<file path="src/rtl/motors_ctrl.sv">
`default_nettype none
// ============================================================================
// Module   : motors_ctrl
// Brief    : Accepts a move request, positions the pen servo, then drives
//            concurrent step/direction pulse trains on the X and Y axes.
// Revision : 1.0 - initial release
// ============================================================================
module motors_ctrl #(
  parameter int PULSE_NUM_X_BITS   = 16,
  parameter int PULSE_NUM_Y_BITS   = 16,
  parameter int PULSE_PERIOD_TICKS = 8,
  parameter int PULSE_HIGH_TICKS   = 2,
  parameter int SERVO_SETTLE_TICKS = 100
) (
  input  logic                        clk,
  input  logic                        reset,
  input  logic                        clk_en,
  input  logic                        trigger,
  input  logic [PULSE_NUM_X_BITS-1:0] pulse_num_x,
  input  logic [PULSE_NUM_Y_BITS-1:0] pulse_num_y,
  input  logic                        servo_pos,
  output logic                        rdy,
  output logic                        done,
  output logic                        step_x,
  output logic                        step_y,
  output logic                        dir_x,
  output logic                        dir_y,
  output logic                        servo_out
);

  localparam int c_CNT_W = $clog2(PULSE_PERIOD_TICKS);
  localparam int c_SET_W = $clog2(SERVO_SETTLE_TICKS + 1);
  localparam logic [c_CNT_W-1:0] c_CNT_LAST = c_CNT_W'(PULSE_PERIOD_TICKS - 1);
  localparam logic [c_CNT_W-1:0] c_CNT_HIGH = c_CNT_W'(PULSE_HIGH_TICKS);
  localparam logic [c_SET_W-1:0] c_SET_LAST = c_SET_W'(SERVO_SETTLE_TICKS - 1);

  typedef enum logic [1:0] {
    ST_IDLE       = 2'd0,
    ST_SERVO_WAIT = 2'd1,
    ST_STEP       = 2'd2,
    ST_DONE       = 2'd3
  } state_t;

  state_t                      r_state, w_state_nxt;
  logic [PULSE_NUM_X_BITS-1:0] r_rem_x, w_rem_x_nxt, w_abs_x, w_rem_x_dec;
  logic [PULSE_NUM_Y_BITS-1:0] r_rem_y, w_rem_y_nxt, w_abs_y, w_rem_y_dec;
  logic [c_CNT_W-1:0]          r_cnt, w_cnt_nxt;
  logic [c_SET_W-1:0]          r_settle, w_settle_nxt;
  logic                        w_dir_x_nxt, w_dir_y_nxt, w_servo_nxt;

  // Magnitude kept at full width so the most negative count is representable
  assign w_abs_x = pulse_num_x[PULSE_NUM_X_BITS-1] ? ((~pulse_num_x) + PULSE_NUM_X_BITS'(1)) : pulse_num_x;
  assign w_abs_y = pulse_num_y[PULSE_NUM_Y_BITS-1] ? ((~pulse_num_y) + PULSE_NUM_Y_BITS'(1)) : pulse_num_y;

  assign w_rem_x_dec = (r_rem_x != '0) ? (r_rem_x - PULSE_NUM_X_BITS'(1)) : '0;
  assign w_rem_y_dec = (r_rem_y != '0) ? (r_rem_y - PULSE_NUM_Y_BITS'(1)) : '0;

  always_comb begin
    w_state_nxt  = r_state;
    w_rem_x_nxt  = r_rem_x;
    w_rem_y_nxt  = r_rem_y;
    w_cnt_nxt    = r_cnt;
    w_settle_nxt = r_settle;
    w_dir_x_nxt  = dir_x;
    w_dir_y_nxt  = dir_y;
    w_servo_nxt  = servo_out;
    case (r_state)
      ST_IDLE: begin
        if (trigger) begin
          w_rem_x_nxt  = w_abs_x;
          w_rem_y_nxt  = w_abs_y;
          w_dir_x_nxt  = pulse_num_x[PULSE_NUM_X_BITS-1];
          w_dir_y_nxt  = pulse_num_y[PULSE_NUM_Y_BITS-1];
          w_servo_nxt  = servo_pos;
          w_cnt_nxt    = '0;
          w_settle_nxt = '0;
          if (servo_pos != servo_out)
            w_state_nxt = ST_SERVO_WAIT;
          else if ((w_abs_x != '0) || (w_abs_y != '0))
            w_state_nxt = ST_STEP;
          else
            w_state_nxt = ST_DONE;
        end
      end
      ST_SERVO_WAIT: begin
        if (r_settle == c_SET_LAST) begin
          w_settle_nxt = '0;
          w_state_nxt  = ((r_rem_x != '0) || (r_rem_y != '0)) ? ST_STEP : ST_DONE;
        end else begin
          w_settle_nxt = r_settle + c_SET_W'(1);
        end
      end
      ST_STEP: begin
        if (r_cnt == c_CNT_LAST) begin
          w_cnt_nxt   = '0;
          w_rem_x_nxt = w_rem_x_dec;
          w_rem_y_nxt = w_rem_y_dec;
          if ((w_rem_x_dec == '0) && (w_rem_y_dec == '0))
            w_state_nxt = ST_DONE;
        end else begin
          w_cnt_nxt = r_cnt + c_CNT_W'(1);
        end
      end
      ST_DONE: w_state_nxt = ST_IDLE;
      default: w_state_nxt = ST_IDLE;
    endcase
  end

  always_ff @(posedge clk or posedge reset) begin
    if (reset) begin
      r_state   <= ST_IDLE;
      r_rem_x   <= '0;
      r_rem_y   <= '0;
      r_cnt     <= '0;
      r_settle  <= '0;
      dir_x     <= 1'b0;
      dir_y     <= 1'b0;
      servo_out <= 1'b0;
    end else if (clk_en) begin
      r_state   <= w_state_nxt;
      r_rem_x   <= w_rem_x_nxt;
      r_rem_y   <= w_rem_y_nxt;
      r_cnt     <= w_cnt_nxt;
      r_settle  <= w_settle_nxt;
      dir_x     <= w_dir_x_nxt;
      dir_y     <= w_dir_y_nxt;
      servo_out <= w_servo_nxt;
    end
  end

  assign rdy    = (r_state == ST_IDLE);
  assign done   = (r_state == ST_DONE);
  assign step_x = (r_state == ST_STEP) && (r_rem_x != '0) && (r_cnt < c_CNT_HIGH);
  assign step_y = (r_state == ST_STEP) && (r_rem_y != '0) && (r_cnt < c_CNT_HIGH);

endmodule
`default_nettype wire

</file>
<file path="config.mk">
export PLATFORM = sky130hd
export DESIGN_NAME = motors_ctrl
export DESIGN_NICKNAME = d
export VERILOG_FILES = /design/src/rtl/motors_ctrl.sv
export SDC_FILE = /design/constraint.sdc
export NUM_CORES = 1
export LEC_CHECK = 0
export CAP_MARGIN = 10
export CORE_MARGIN = 10
export CORE_UTILIZATION = 40
export CTS_BUF_LIST = sky130_fd_sc_hd__clkbuf_4 sky130_fd_sc_hd__clkbuf_8 sky130_fd_sc_hd__clkbuf_16
export DETAILED_ROUTE_END_ITERATION = 8
export PLACE_DENSITY = 0.63
export SETUP_SLACK_MARGIN = 0.3
export SLEW_MARGIN = 20
export SYNTH_ARGS = -nofsm -noshare
export SYNTH_HDL_FRONTEND = slang
export SYNTH_SLANG_ARGS = --single-unit
export TNS_END_PERCENT = 5
</file>
<file path="constraint.sdc">
create_clock -name clk -period 3.2 [get_ports clk]
set_input_delay 0.64 -clock clk [delete_from_list [all_inputs] [get_ports clk]]
set_output_delay 0.64 -clock clk [all_outputs]
set_load 0.05 [all_outputs]
</file>
==> qor.txt, run 1 <==
synthesized area per cell - 8.13 µm²
non-filler cells, final - 702
# port buffers - 43
CP Launch Type - flop
Die Wd - 121 µm
# setup viols final - 0
area grow syn2layout - 24.2%
largest net degree at the start of global routing - 33
Comb pwr share - 57.8%
peak supply drop - 0.387 mV
Worst setup EP type - output pin
Reg power frac - 31.8%
# DRC - 0
DIE AREA - 14600 µm²
root buffer cell - clkbuf_8
Slew Limit Headroom - 59.3%
First-pass DRT Iterations - 5
R2R Path End - r_state[1]
cell taking the most area after synthesis - dfrtp_1
Hold Path End - r_rem_x[15]
gr usage total - 17.0%
Num CTS Buffers - 5
WP data arrival - 2210 ps
Cell Int Power - 1.92 mW
Syn Nets - 552
worst skew pair latency - 310 ps
number of global-route vias before repair - 4034
Max Slew Vio Count - 0
clk slew on worst S/H paths - 90 ps
Clock Tree Buf Depth - 2
worst slew pin tran - 604 ps
ANT nets after route - 0
Reg2Reg Depth - 7
Hold Path Depth - 2
vias - 4136
routed len/inst - 17.7 µm
row count - 36
H-tree level count - 2
WL final - 12400 µm
Post-synth ARST share - 100%
CTS tree - yes
starting DRC count in detailed routing - 382
CP Max Fanout - 9
Vias/cell - 5.89
Clock power frac - 10.3%
RSZ-0062 raised after global routing - true
crit path time final - 2850 ps
Cells after Synth - 502
slowest CP cell - or4_4
Tcrit/Tclk final - 89.1%
worst hold start - r_rem_x[15]
max cap viols - 0
layout cells sized above 1 - 16.2%
Seq cells post-synth - 47
Crit path max-delay family - simple AND/OR/NAND/NOR gates
WP data required - 2560 ps
crit path cell chain - or3_1 -> or4_4 -> nor3_4 -> nor2_1 -> buf_12
leakage power - 2.00 nW
worst hold slack - 509 ps
Core ar. - 9860 µm²
post-synth top area share - 28.8%
outcome - completed
total grt overflow - 0
commonest cells in the netlist - dfrtp_1 (47), nand2_1 (43), nor2_1 (43), o21ai_0 (28)
initial antenna violation count - 0
FF-to-FF Start - r_rem_x[6]
Ys Warns - 0
worst hold path class - flop to flop
Reg2Reg Setup Slack - 390 ps
Pwr Density - 736 nW/µm²
TNS Setup - 0 ps
Sw Share - 48.6%
final core occ - 51.4%
ranking of synthesized cells by area - dfrtp_1 (29%), ha_1 (4.0%), nand2_1 (4.0%)
Post-Place Cells - 694
library cells used by synthesis - 75
die span in y - 121 µm
Post-synth EDFFs - 0
Buf+Inv Stages, Crit Path - 1
gpl congestion - 0.926
clk sinks - 47
WS Path Type - flop to output pin
Synth Flop Type - dfrtp_1
final net count - 619
global-route wire length before repair - 20600 µm
Max Clock Skew - 4.15 ps
dpl hpwl - 9610 µm
register area share after synthesis - 28.8%
Max stage delay on crit path - 490 ps
FMAX - 0.351 GHz
Psw - 1.81 mW
Hold Violations, Final - 0
Ant. Diodes - 0
top-count cell post-synth - dfrtp_1
synthesized area - 4080 µm²
# IOs - 44
Initial Utilization - 41.4%
==> routing by layer <==
layer	track usage, %	vias up	part of all wire (%)
li1	-	2012	-
met1	22.8	1974	47
met2	26.4	129	44
met3	3.30	21	6.0
met4	6.41	0	2.7
met5	0	-	0
==> cells in the final DEF (no fill, tap or decap), types with 4 or more instances in the layout <==
| cell | count |
|---|---|
| or3_1 | 10 |
| o21ai_1 | 25 |
| nor4_1 | 7 |
| mux2i_1 | 5 |
| or4_1 | 5 |
| nor2_1 | 43 |
| nor2b_1 | 9 |
| nand2b_1 | 8 |
| buf_4 | 40 |
| a22o_1 | 11 |
| nor3_1 | 20 |
| xnor2_1 | 15 |
| a32o_1 | 6 |
| o21ai_0 | 27 |
| a21oi_1 | 23 |
| o31ai_1 | 4 |
| clkbuf_8 | 6 |
| clkdlybuf4s50_1 | 41 |
| a31oi_1 | 4 |
| nand4_1 | 7 |
| dfrtp_1 | 45 |
| inv_1 | 19 |
| o41ai_2 | 4 |
| a22oi_1 | 4 |
| ha_1 | 11 |
| nand3_1 | 9 |
| or4_4 | 8 |
| o22ai_1 | 7 |
| nand2_1 | 43 |
| xor2_1 | 18 |
==> flip-flops by register name, summed over array words and instances, names as in the netlist <==
name       flops
dir_x          1
servo_out      1
r_rem_x       16
r_settle       7
r_rem_y       16
dir_y          1
r_cnt          3
r_state        2
==> cell type report <==
cell class                 instances  area [µm²]
inverter                          22        82.6
tap                              133         166
clock buffer                       6        82.6
fill                             960        4800
multi-input combinational        409        2780
timing repair buffer              84         771
sequential                        47        1180
clock inverter                     1        5.00
==> kinds of logic (layout without fill, tap and decap cells) <==
family / after synthesis / in the layout / share of synthesized area (%)
and+or+nand+nor: 199 / 199 / 27.4
AOI/OAI and AO/OA: 152 / 152 / 25.0
DFF: 47 / 47 / 28.8
buffers and inverters: 46 / 113 / 4.63
xor gates and xnor gates: 33 / 33 / 7.08
adders and majority gates: 13 / 13 / 3.99
muxes: 12 / 12 / 3.10
==> tightest hold or removal path: stages, from the launching register on <==
cell and delay (ps):
dfrtp_1 360, nand2_1 50, o21ai_1 60
==> timing repair <==
action,4_1_cts,5_1_grt
setup buffers,1,0
setup endpoints to repair,3,6
hold buffers,0,0
pin swaps,1,3
gates resized for setup,1,14
==> metrics by stage <==
stage / area [µm²] / total power [mW] / setup slack (ps)
final: 5070 / 3.73 / 349
after global routing: 5070 / 4.04 / 226
after CTS: 5000 / 3.69 / 291
after detailed placement: 4910 / 3.30 / -20.5
after global placement: 4910 / 3.25 / 38.3
after floorplan: 4080 / 2.61 / 541
==> power by group through the flow <==
| stage | registers (mW) | logic (mW) | clock network [mW] |
|---|---|---|---|
| final | 1.19 | 2.16 | 0.386 |
| after CTS | 1.17 | 2.13 | 0.395 |
| after global routing | 1.24 | 2.38 | 0.416 |
| after floorplan | 1.14 | 1.47 | 0 |
| after detailed placement | 1.18 | 2.12 | 0 |
| after global placement | 1.17 | 2.08 | 0 |
==> how the worst max path moves through the flow <==
stage                 endpoint  depth (start not counted)  slack, ps      startpoint
finish                  step_y                          5        350     r_rem_y[10]
CTS                 r_state[0]                          8        290  pulse_num_x[0]
global placement    r_state[0]                          8         40  pulse_num_x[5]
detailed placement  r_state[0]                          8        -20  pulse_num_x[0]
global route        r_state[0]                         10        230  pulse_num_y[0]
floorplan           r_state[0]                          8        540  pulse_num_x[9]
No activity file was read; power rests on OpenSTA's default activity.
==> inputs of run 2 (changes only) <==
--- a/config.mk
+++ b/config.mk
@@ -5,14 +5,13 @@
 export SDC_FILE = /design/constraint.sdc
 export NUM_CORES = 1
 export LEC_CHECK = 0
-export CAP_MARGIN = 10
+export CAP_MARGIN = 20
 export CORE_MARGIN = 10
 export CORE_UTILIZATION = 40
 export CTS_BUF_LIST = sky130_fd_sc_hd__clkbuf_4 sky130_fd_sc_hd__clkbuf_8 sky130_fd_sc_hd__clkbuf_16
 export DETAILED_ROUTE_END_ITERATION = 8
 export PLACE_DENSITY = 0.63
 export SETUP_SLACK_MARGIN = 0.3
-export SLEW_MARGIN = 20
 export SYNTH_ARGS = -nofsm -noshare
 export SYNTH_HDL_FRONTEND = slang
 export SYNTH_SLANG_ARGS = --single-unit
==> results of run 2 <==
No change in the layout: final DEF, timing and power equal those of run 1.
==> inputs of run 3 (changes only) <==
--- a/config.mk
+++ b/config.mk
@@ -5,11 +5,12 @@
 export SDC_FILE = /design/constraint.sdc
 export NUM_CORES = 1
 export LEC_CHECK = 0
-export CAP_MARGIN = 20
+export CAP_MARGIN = 15
 export CORE_MARGIN = 10
 export CORE_UTILIZATION = 40
 export CTS_BUF_LIST = sky130_fd_sc_hd__clkbuf_4 sky130_fd_sc_hd__clkbuf_8 sky130_fd_sc_hd__clkbuf_16
 export DETAILED_ROUTE_END_ITERATION = 8
+export GPL_TIMING_DRIVEN = 0
 export PLACE_DENSITY = 0.63
 export SETUP_SLACK_MARGIN = 0.3
 export SYNTH_ARGS = -nofsm -noshare
==> qor.txt, run 3 (synthesis results as in run 1) <==
outcome - completed
# port buffers - 41 (-4.7%)
WL final - 12900 µm (+4.0%)
post-place setup slack - -435 ps (-415 ps)
die span in y - 121 µm (unchanged)
CTS tree - yes
ANT nets after route - 0 (unchanged)
crit path cell chain - clkdlybuf4s50_1 -> nor4_4 -> buf_4 -> a21oi_1 -> xnor2_2 -> and4_1 -> nand4_1 -> o41ai_4 -> mux2_4
WP data arrival - 3250 ps (+1040 ps)
worst setup slack after layout - 195 ps (-154 ps)
hold buffers post-CTS - 0 (unchanged)
CP Launch Type - input port
Slew Limit Headroom - 53.4% (-6.0 points)
Initial Utilization - 41.4% (unchanged)
DIE AREA - 14600 µm² (unchanged)
routed len/inst - 18.5 µm (+4.9%)
leading cell type in the layout, fill and taps excluded - dfrtp_1
H-tree level count - 2 (unchanged)
clk slew on worst S/H paths - 100 ps (about the same)
FMAX - 0.333 GHz (-5.1%)
Die Wd - 121 µm (unchanged)
WS Path Type - input port to flop
max cap viols - 0 (unchanged)
most frequent cells in the layout - dfrtp_1 (47), nand2_1 (43), nor2_1 (43), clkdlybuf4s50_1 (30), o21ai_0 (27)
placed cell area - 4680 µm² (-4.7%)
Non-Filler Cell Area, Final - 5030 µm² (-0.67%)
global-route wire length before repair - 20900 µm (+1.3%)
First-pass DRT Iterations - 5 (unchanged)
R2R Path End - r_state[1]
vias - 4124 (-0.29%)
# DRC - 0 (unchanged)
Overall Power - 3.84 mW (+2.9%)
FF-to-FF Start - r_rem_x[0]
Vias/cell - 5.93 (+0.57%)
slowest CP cell - clkdlybuf4s50_1
Ant. Diodes - 0 (unchanged)
Hold Path Depth - 2 (unchanged)
starting DRC count in detailed routing - 375 (-1.8%)
Max Clock Skew - 9.96 ps (+5.81 ps)
largest net degree at the start of global routing - 34 (+3.0%)
worst skew pair latency - 310 ps (about the same)
leakage power - 2.02 nW (+1.4%)
crit path time final - 3010 ps (+154 ps)
Hold Path End - r_rem_x[15]
Worst setup EP type - flop
clk sinks - 47 (unchanged)
Reg2Reg Depth - 8 (+1)
Num CTS Buffers - 5 (unchanged)
worst hold start - r_rem_x[15]
number of global-route vias before repair - 4030 (-0.099%)
Max stage delay on crit path - 520 ps (+30 ps)
Buf+Inv Stages, Crit Path - 2 (+1)
Reg2Reg Setup Slack - 310 ps (-80 ps)
Tcrit/Tclk final - 93.9% (+4.8 points)
Crit path max-delay family - simple AND/OR/NAND/NOR gates
Hold Violations, Final - 0 (unchanged)
area grow syn2layout - 23.4%
peak supply drop - 0.419 mV (+8.3%)
Max Slew Vio Count - 0 (unchanged)
# setup viols final - 0 (unchanged)
total grt overflow - 0 (unchanged)
CP Max Fanout - 6 (-3)
worst slew pin tran - 692 ps (+88.3 ps)
Clock Tree Buf Depth - 2 (unchanged)
gpl congestion - 0.922 (-0.38%)
Core ar. - 9860 µm² (unchanged)
dpl hpwl - 9790 µm (+1.9%)
final net count - 613 (-0.97%)
Pwr Density - 763 nW/µm² (+3.6%)
layout cells sized above 1 - 15.5% (-0.72 points)
row count - 36 (unchanged)
worst hold path class - flop to flop
biggest regs - r_rem_x x16, r_rem_y x16, r_settle x7
WP data required - 3450 ps (+890 ps)
RSZ-0062 raised after global routing - true
gr usage total - 17.4% (+0.40 points)
initial antenna violation count - 0 (unchanged)
root buffer cell - clkbuf_8
# IOs - 44 (unchanged)
==> run 3: cell count changes in the layout (fill, tap and decap cells not counted), moves of 3 or more <==
cell | previous run | this run
buf_4 | 40 | 13
nor4_1 | 7 | 4
buf_2 | 0 | 6
clkbuf_1 | 0 | 10
clkbuf_2 | 0 | 8
clkdlybuf4s50_1 | 41 | 30
dlygate4sd2_1 | 0 | 7
==> run 3: worst max-delay path by stage <==
stage	start	to	slack, ps	depth (start not counted)
floorplan	pulse_num_x[9]	r_state[0]	540	8
global placement	pulse_num_y[2]	r_state[0]	-440	8
detailed placement	trigger	r_rem_x[8]	-440	9
CTS	r_state[0]	r_rem_y[1]	190	8
global route	pulse_num_y[3]	r_state[0]	140	9
finish	pulse_num_y[3]	r_state[0]	190	9
==> run 3: power by group <==
group | total (mW) | internal [mW] | switching [mW]
Clock | 0.453 | 0.238 | 0.215
Sequential | 1.17 | 0.843 | 0.326
Combinational | 2.22 | 0.864 | 1.35
Total | 3.84 | 1.95 | 1.89
==> run 3: through the flow <==
stage	instances	setup TNS [ps]	hold slack (ps)	util (%)
floorplan	502	0	456	-
global placement	676	-3550	478	47.2
detailed placement	677	-3950	487	47.4
CTS	685	0	508	49.2
global route	696	0	560	51.0
finish	696	0	523	51.0
==> run 3: layout make-up <==
type                       instances  area (µm²)
sequential                        47        1180
fill                             932        4830
multi-input combinational        409        2880
tap                              133         166
timing repair buffer              54         507
clock inverter                     1        30.0
buffer                            24         116
clock buffer                       6        76.3
inverter                          22        82.6
==> run 3: repair_timing <==
| action | CTS | global route |
|---|---|---|
| endpoints found under the setup margin | 24 | 30 |
| pin swaps | 7 | 10 |
| buffers inserted | 1 | 11 |
| resized for setup | 28 | 33 |
==> run 3: worst min-delay path: cells and delay by family, from the launching register on <==
family | cells | cell delay, ps
flip-flops | 1 | 360
AND/OR/NAND/NOR | 1 | 50
AO/OA/AOI/OAI | 1 | 70
==> run 3: per-layer routing <==
| layer | global-route usage, % | vias up | routed length (µm) |
|---|---|---|---|
| li1 | - | 1997 | - |
| met1 | 24.0 | 1976 | 6120 |
| met2 | 26.7 | 136 | 5740 |
| met3 | 3.16 | 15 | 845 |
| met4 | 5.81 | 0 | 202 |
| met5 | 0 | - | 0 |
